==> src/rtl/rf_wb_arbiter_pkg.sv <==
// Shared constants and stage state encoding for the register-file writeback arbiter.
package rf_wb_arbiter_pkg;

  localparam int unsigned REG_ZERO           = 0;
  localparam int unsigned DEFAULT_DATA_WIDTH = 32;
  localparam int unsigned DEFAULT_ADDR_WIDTH = 5;

  typedef enum logic {
    STAGE_EMPTY = 1'b0,
    STAGE_FULL  = 1'b1
  } stage_state_t;

endpackage

==> src/rtl/rf_wb_arbiter_rr.sv <==
// Generic round-robin arbiter: search starts one past the last winner, pointer moves on advance.
module rr_arbiter #(
  parameter  int unsigned NUM_REQ = 3,
  localparam int unsigned IDX_W   = $clog2(NUM_REQ)
) (
  input  logic               clk,
  input  logic               rst_n,
  input  logic [NUM_REQ-1:0] req,
  input  logic               advance,
  output logic [NUM_REQ-1:0] grant,
  output logic [IDX_W-1:0]   grant_idx
);

  logic [IDX_W-1:0] ptr;
  logic [IDX_W-1:0] cand;
  logic             found;

  always_comb begin
    grant     = '0;
    grant_idx = '0;
    found     = 1'b0;
    cand      = '0;
    for (int unsigned off = 1; off <= NUM_REQ; off++) begin
      cand = IDX_W'((32'(ptr) + off) % NUM_REQ);
      if (!found && req[cand]) begin
        found       = 1'b1;
        grant[cand] = 1'b1;
        grant_idx   = cand;
      end
    end
  end

  // Reset pointer sits on the last requester so requester 0 is searched first.
  always_ff @(posedge clk or negedge rst_n) begin
    if (!rst_n) begin
      ptr <= IDX_W'(NUM_REQ - 1);
    end else if (advance) begin
      ptr <= grant_idx;
    end
  end

endmodule

==> src/rtl/rf_wb_arbiter.sv <==
// Shares the register-file write port among NUM_REQ writeback sources through one output stage.
module rf_wb_arbiter
  import rf_wb_arbiter_pkg::*;
#(
  parameter  int unsigned NUM_REQ      = 3,
  parameter  int unsigned DataWidth    = DEFAULT_DATA_WIDTH,
  parameter  int unsigned Addres_depth = DEFAULT_ADDR_WIDTH,
  localparam int unsigned IDX_W        = $clog2(NUM_REQ)
) (
  input  logic                            clk,
  input  logic                            RST,
  input  logic                            wb_hold,
  input  logic [NUM_REQ-1:0]              req_valid,
  input  logic [NUM_REQ*Addres_depth-1:0] req_addr,
  input  logic [NUM_REQ*DataWidth-1:0]    req_data,
  output logic [NUM_REQ-1:0]              req_ready,
  output logic                            WE3,
  output logic [Addres_depth-1:0]         A3,
  output logic [DataWidth-1:0]            WD3,
  output logic [IDX_W-1:0]                grant_idx
);

  stage_state_t              state_q, state_d;
  logic [Addres_depth-1:0]   stage_addr;
  logic [DataWidth-1:0]      stage_data;
  logic [NUM_REQ-1:0]        arb_grant;
  logic [IDX_W-1:0]          arb_idx;
  logic [Addres_depth-1:0]   sel_addr;
  logic [DataWidth-1:0]      sel_data;
  logic                      transfer;
  logic                      load;
  logic                      drain;

  rr_arbiter #(
    .NUM_REQ (NUM_REQ)
  ) u_rr (
    .clk       (clk),
    .rst_n     (RST),
    .req       (req_valid),
    .advance   (transfer),
    .grant     (arb_grant),
    .grant_idx (arb_idx)
  );

  // With hold low the stage always drains, so a grant never has to wait on the stage.
  assign req_ready = wb_hold ? '0 : arb_grant;
  assign transfer  = |req_ready;
  assign drain     = (state_q == STAGE_FULL) && !wb_hold;

  always_comb begin
    sel_addr = '0;
    sel_data = '0;
    for (int unsigned i = 0; i < NUM_REQ; i++) begin
      sel_addr = sel_addr | (req_addr[i*Addres_depth +: Addres_depth] & {Addres_depth{arb_grant[i]}});
      sel_data = sel_data | (req_data[i*DataWidth +: DataWidth] & {DataWidth{arb_grant[i]}});
    end
  end

  // Writes to register 0 are acknowledged but never reach the stage.
  assign load = transfer && (sel_addr != Addres_depth'(REG_ZERO));

  always_comb begin
    state_d = state_q;
    if (load) begin
      state_d = STAGE_FULL;
    end else if (drain) begin
      state_d = STAGE_EMPTY;
    end
  end

  always_ff @(posedge clk or negedge RST) begin
    if (!RST) begin
      state_q    <= STAGE_EMPTY;
      stage_addr <= '0;
      stage_data <= '0;
      grant_idx  <= '0;
    end else begin
      state_q <= state_d;
      if (load) begin
        stage_addr <= sel_addr;
        stage_data <= sel_data;
      end
      if (transfer) begin
        grant_idx <= arb_idx;
      end
    end
  end

  assign WE3 = drain;
  assign A3  = stage_addr;
  assign WD3 = stage_data;

endmodule
==> config.mk <==
export PLATFORM = sky130hd
export DESIGN_NAME = rf_wb_arbiter
export DESIGN_NICKNAME = d
export VERILOG_FILES = /design/src/rtl/rf_wb_arbiter_pkg.sv /design/src/rtl/rf_wb_arbiter_rr.sv /design/src/rtl/rf_wb_arbiter.sv
export SDC_FILE = /design/constraint.sdc
export NUM_CORES = 1
export LEC_CHECK = 0
export BUFFER_PORTS_ARGS = -buffer_cell sky130_fd_sc_hd__buf_4
export CAP_MARGIN = 20
export CORE_ASPECT_RATIO = 2
export CORE_UTILIZATION = 42
export DETAILED_ROUTE_END_ITERATION = 6
export GPL_ROUTABILITY_DRIVEN = 0
export PLACE_DENSITY_LB_ADDON = 0.1
export SETUP_SLACK_MARGIN = 0.5
export SYNTH_ARGS = -nofsm -noshare
export SYNTH_HDL_FRONTEND = slang
export SYNTH_SLANG_ARGS = --single-unit
==> constraint.sdc <==
create_clock -name clk -period 3.84 [get_ports clk]
set_input_delay 0.576 -clock clk [delete_from_list [all_inputs] [get_ports clk]]
set_output_delay 0.576 -clock clk [all_outputs]
set_load 0.03 [all_outputs]
==> impl_metrics.py <==
metrics = {
    "logic_synthesis": {
        "yosysUniqueCellTypes": 36,
        "synth_top_area_share_pct": 41.9,
        "synth_edf_count": 0,
        "synth-xor-area-share_pct": 0,
        "avgSynthCellArea_um2": 10.5,
        "synth_area_leaders": "dfrtp_1 42%, mux2i_1 15%, a222oi_1 14%",
        "synth_top_cell_by_area": "dfrtp_1",
        "ys_ff_latch": 41,
        "syn_inst": 228,
        "synth_compound_area_share_pct": 23.5,
        "netlist_top_cells_count": "40 x dfrtp_1, 37 x inv_1, 35 x mux2i_1, 34 x a222oi_1, 10 x clkbuf_1",
        "yosys.area_share.simple_pct": 6.70,
        "netlist_area_um2": 2390,
        "synthArstFlopShare_pct": 100,
        "synth_fa_ha_area_share_pct": 2.09,
        "synth_mux_area_share_pct": 14.7,
        "syn_nets": 349,
        "synth_top_family_by_area": "compound AO/OA/AOI/OAI gates",
        "yosysMostFrequentCell": "dfrtp_1",
        "ys_seq_area_share_pct": 43.0,
        "synthFlopType": "dfrtp_1",
        "yosysWarnings": 0,
    },
    "power": {
        "ir_worst_vdd_uv": 1500,
        "total_power_mw": 4.37,
        "leakage_nw": 1.94,
        "powerDensity_nw_per_um2": 1150,
    },
    "critical_path": {
        "required_ps": 4050,
        "crit_top_cell": "mux2i_1",
        "crit_cells": 11,
        "critPathLaunch": "u_rr.ptr[1]",
        "cp_slowest_cell": "dfstp_2",
        "cp_max_fo": 33,
        "crit_end": "WD3[13]",
        "start_kind": "register",
        "r2r_cells": 11,
        "critPathKind": "reg2reg",
        "crit_family": "compound AO/OA/AOI/OAI gates",
        "arrival_ps": 3360,
        "end_kind": "register",
        "cp_cell_sequence": "inv_1, ha_1, mux2i_1, o22ai_1, nand3_1, o21ai_4, a221o_1, and4bb_1, a31oi_4, buf_12, mux2i_1",
        "crit_buf_inv": 2,
        "rr_startpoint": "u_rr.ptr[1]",
        "r2r_slack_ps": 690,
        "timing.rr.end": "WD3[13]",
        "slowest_delay_ps": 550,
    },
    "timing": {
        "fmax_ghz": 0.317,
        "fin_skew_ps": 6.33,
        "tightest_slew_ps": 634,
        "final_max_slew_viol_count": 0,
        "final-setup-viol-count": 0,
        "rsz0062_at_grt": "false",
        "setup-tns-final_ps": 0,
        "finalHoldViolations": 0,
        "min_period_over_period_pct": 82.0,
        "slew_headroom_pct": 57.5,
        "period_needed_ps": 3150,
    },
    "final_layout": {
        "drive_above_1_share_pct": 47.4,
        "antenna_cells": 0,
        "ff_latch_area_um2": 1030,
        "n_fill_cell": 442,
        "multi_input_area_um2": 1150,
        "synthToLayoutAreaGrowth_pct": 59.4,
        "fin_nets": 510,
    },
    "global_route": {
        "grt_usage_pct": 24.5,
        "grt_max_degree": 42,
        "grt_pass1_vias": 2517,
        "antenna_found_initial": 0,
        "grt_pass1_wl_um": 11600,
        "overflow": 0,
    },
    "drt": {
        "ant_nets": 0,
        "wire_per_inst_um": 16.5,
        "first_pass_iters": 7,
        "viasPerCell": 5.60,
        "drc_errors": 8,
        "drtIter0Drc": 263,
        "dr_total_vias": 2522,
        "routed_wl_um": 7430,
    },
    "job": {
        "maxCapViolations": 0,
    },
    "clocking": {
        "h-tree-depth": 2,
        "clk-insertion-delay-late_ps": 290,
        "cts_root_buf": "clkbuf_8",
        "cts_sinks": 41,
        "cts_buffers": 5,
        "clockBufferDepth": 2,
        "clk_pin_slew_ps": 80,
        "cts_tree": "done",
    },
    "floorplan": {
        "die_area_um2": 6020,
        "dieHeight_um": 109,
        "core_um2": 5470,
        "die_w_um": 55.4,
        "start_util_pct": 43.7,
        "io_pins": 160,
        "row_count": 38,
    },
    "place": {
        "dp_hpwl_um": 5530,
        "port_buffers": 159,
    },
    "outcome": {
        "violations": "DRC",
        "status": "complete, but fails checks",
    },
    "worst_hold_path": {
        "min_path_type": "in2async",
    },
}
==> routing by layer <==
layer  up-vias  GRT usage [%]  routed length [µm]
met5         -              0                   0
met4         0           9.64                 177
met3        17           4.27                 414
met2       112           47.8                4270
met1      1210           25.2                2560
li1       1183              -                   -
==> power breakdown <==
group	leakage, nW	internal [mW]	switching [mW]
Clock	0.0585	0.212	0.149
Sequential	0.510	0.671	0.119
Combinational	1.37	1.40	1.81
Total	1.94	2.29	2.08
==> sequential cells by signal (all words and copies together) (netlist names) <==
name	cells
WD3	32
A3	5
grant_idx	2
state_q	1
u_rr.ptr	1
==> through the flow <==
stage | instance area (µm²) | worst slack [ps] | util (%) | hold WS (ps) | std cells
finish | 3810 | 690 | 69.7 | 255 | 450
detailed placement | 3620 | 427 | 66.2 | 478 | 433
global route | 3810 | 495 | 69.7 | 287 | 450
floorplan | 2390 | 669 | - | 280 | 228
CTS | 3740 | 537 | 68.3 | 268 | 441
global placement | 3620 | 587 | 66.2 | 459 | 433
==> worst min-delay path by stage <==
stage,startpoint,to,cells after the start,slack [ps]
6_report,RST,WD3[30],1,260
2_1_floorplan,RST,A3[0],0,280
5_1_grt,RST,WD3[0],1,290
3_5_place_dp,state_q,state_q,1,480
4_1_cts,RST,WD3[26],1,270
3_3_place_gp,state_q,state_q,1,460
==> cells by family (layout without fill, tap and decap cells) <==
logic type / after synthesis / after routing
fa+ha+maj: 4 / 4
simple gates: 29 / 29
buf+inv: 55 / 217
flops: 41 / 41
mux: 35 / 35
compound gates: 64 / 64
==> what timing repair did <==
| action | 4_1_cts | 5_1_grt |
|---|---|---|
| endpoints found under the setup margin | 32 | 38 |
| pin swaps | 0 | 4 |
| setup buffers | 0 | 9 |
| hold buffers | 0 | 0 |
| resized for setup | 1 | 1 |
==> placed cells by master (no fill, tap or decap), types with 2 or more instances in the layout <==
| cell | instances |
|---|---|
| nand2b_1 | 2 |
| nand3_1 | 2 |
| ha_1 | 4 |
| o21ai_0 | 3 |
| buf_4 | 171 |
| nor2_1 | 5 |
| a22o_1 | 3 |
| nor2b_1 | 4 |
| and2_1 | 2 |
| dfrtp_1 | 40 |
| nand2_1 | 8 |
| o22ai_1 | 3 |
| a221o_1 | 2 |
| a21oi_1 | 5 |
| a21o_1 | 2 |
| o31ai_1 | 3 |
| a222oi_1 | 34 |
| inv_1 | 37 |
| clkbuf_8 | 6 |
| mux2i_1 | 35 |
==> worst register-to-register path, cell delays in order, from the launching register on <==
cell	delay, ps
dfstp_2	550
inv_1	70
ha_1	240
mux2i_1	130
o22ai_1	220
nand3_1	190
o21ai_4	400
a221o_1	300
and4bb_1	290
a31oi_4	170
buf_12	250
mux2i_1	260
==> area by class of cell <==
type | instances | area share, %
multi-input combinational | 132 | 30.2
timing repair buffer | 172 | 34.2
clock inverter | 1 | 0.788
tap | 60 | 1.97
clock buffer | 7 | 2.27
inverter | 37 | 3.64
sequential | 41 | 27.0
(Power assumes the default switching activity.)
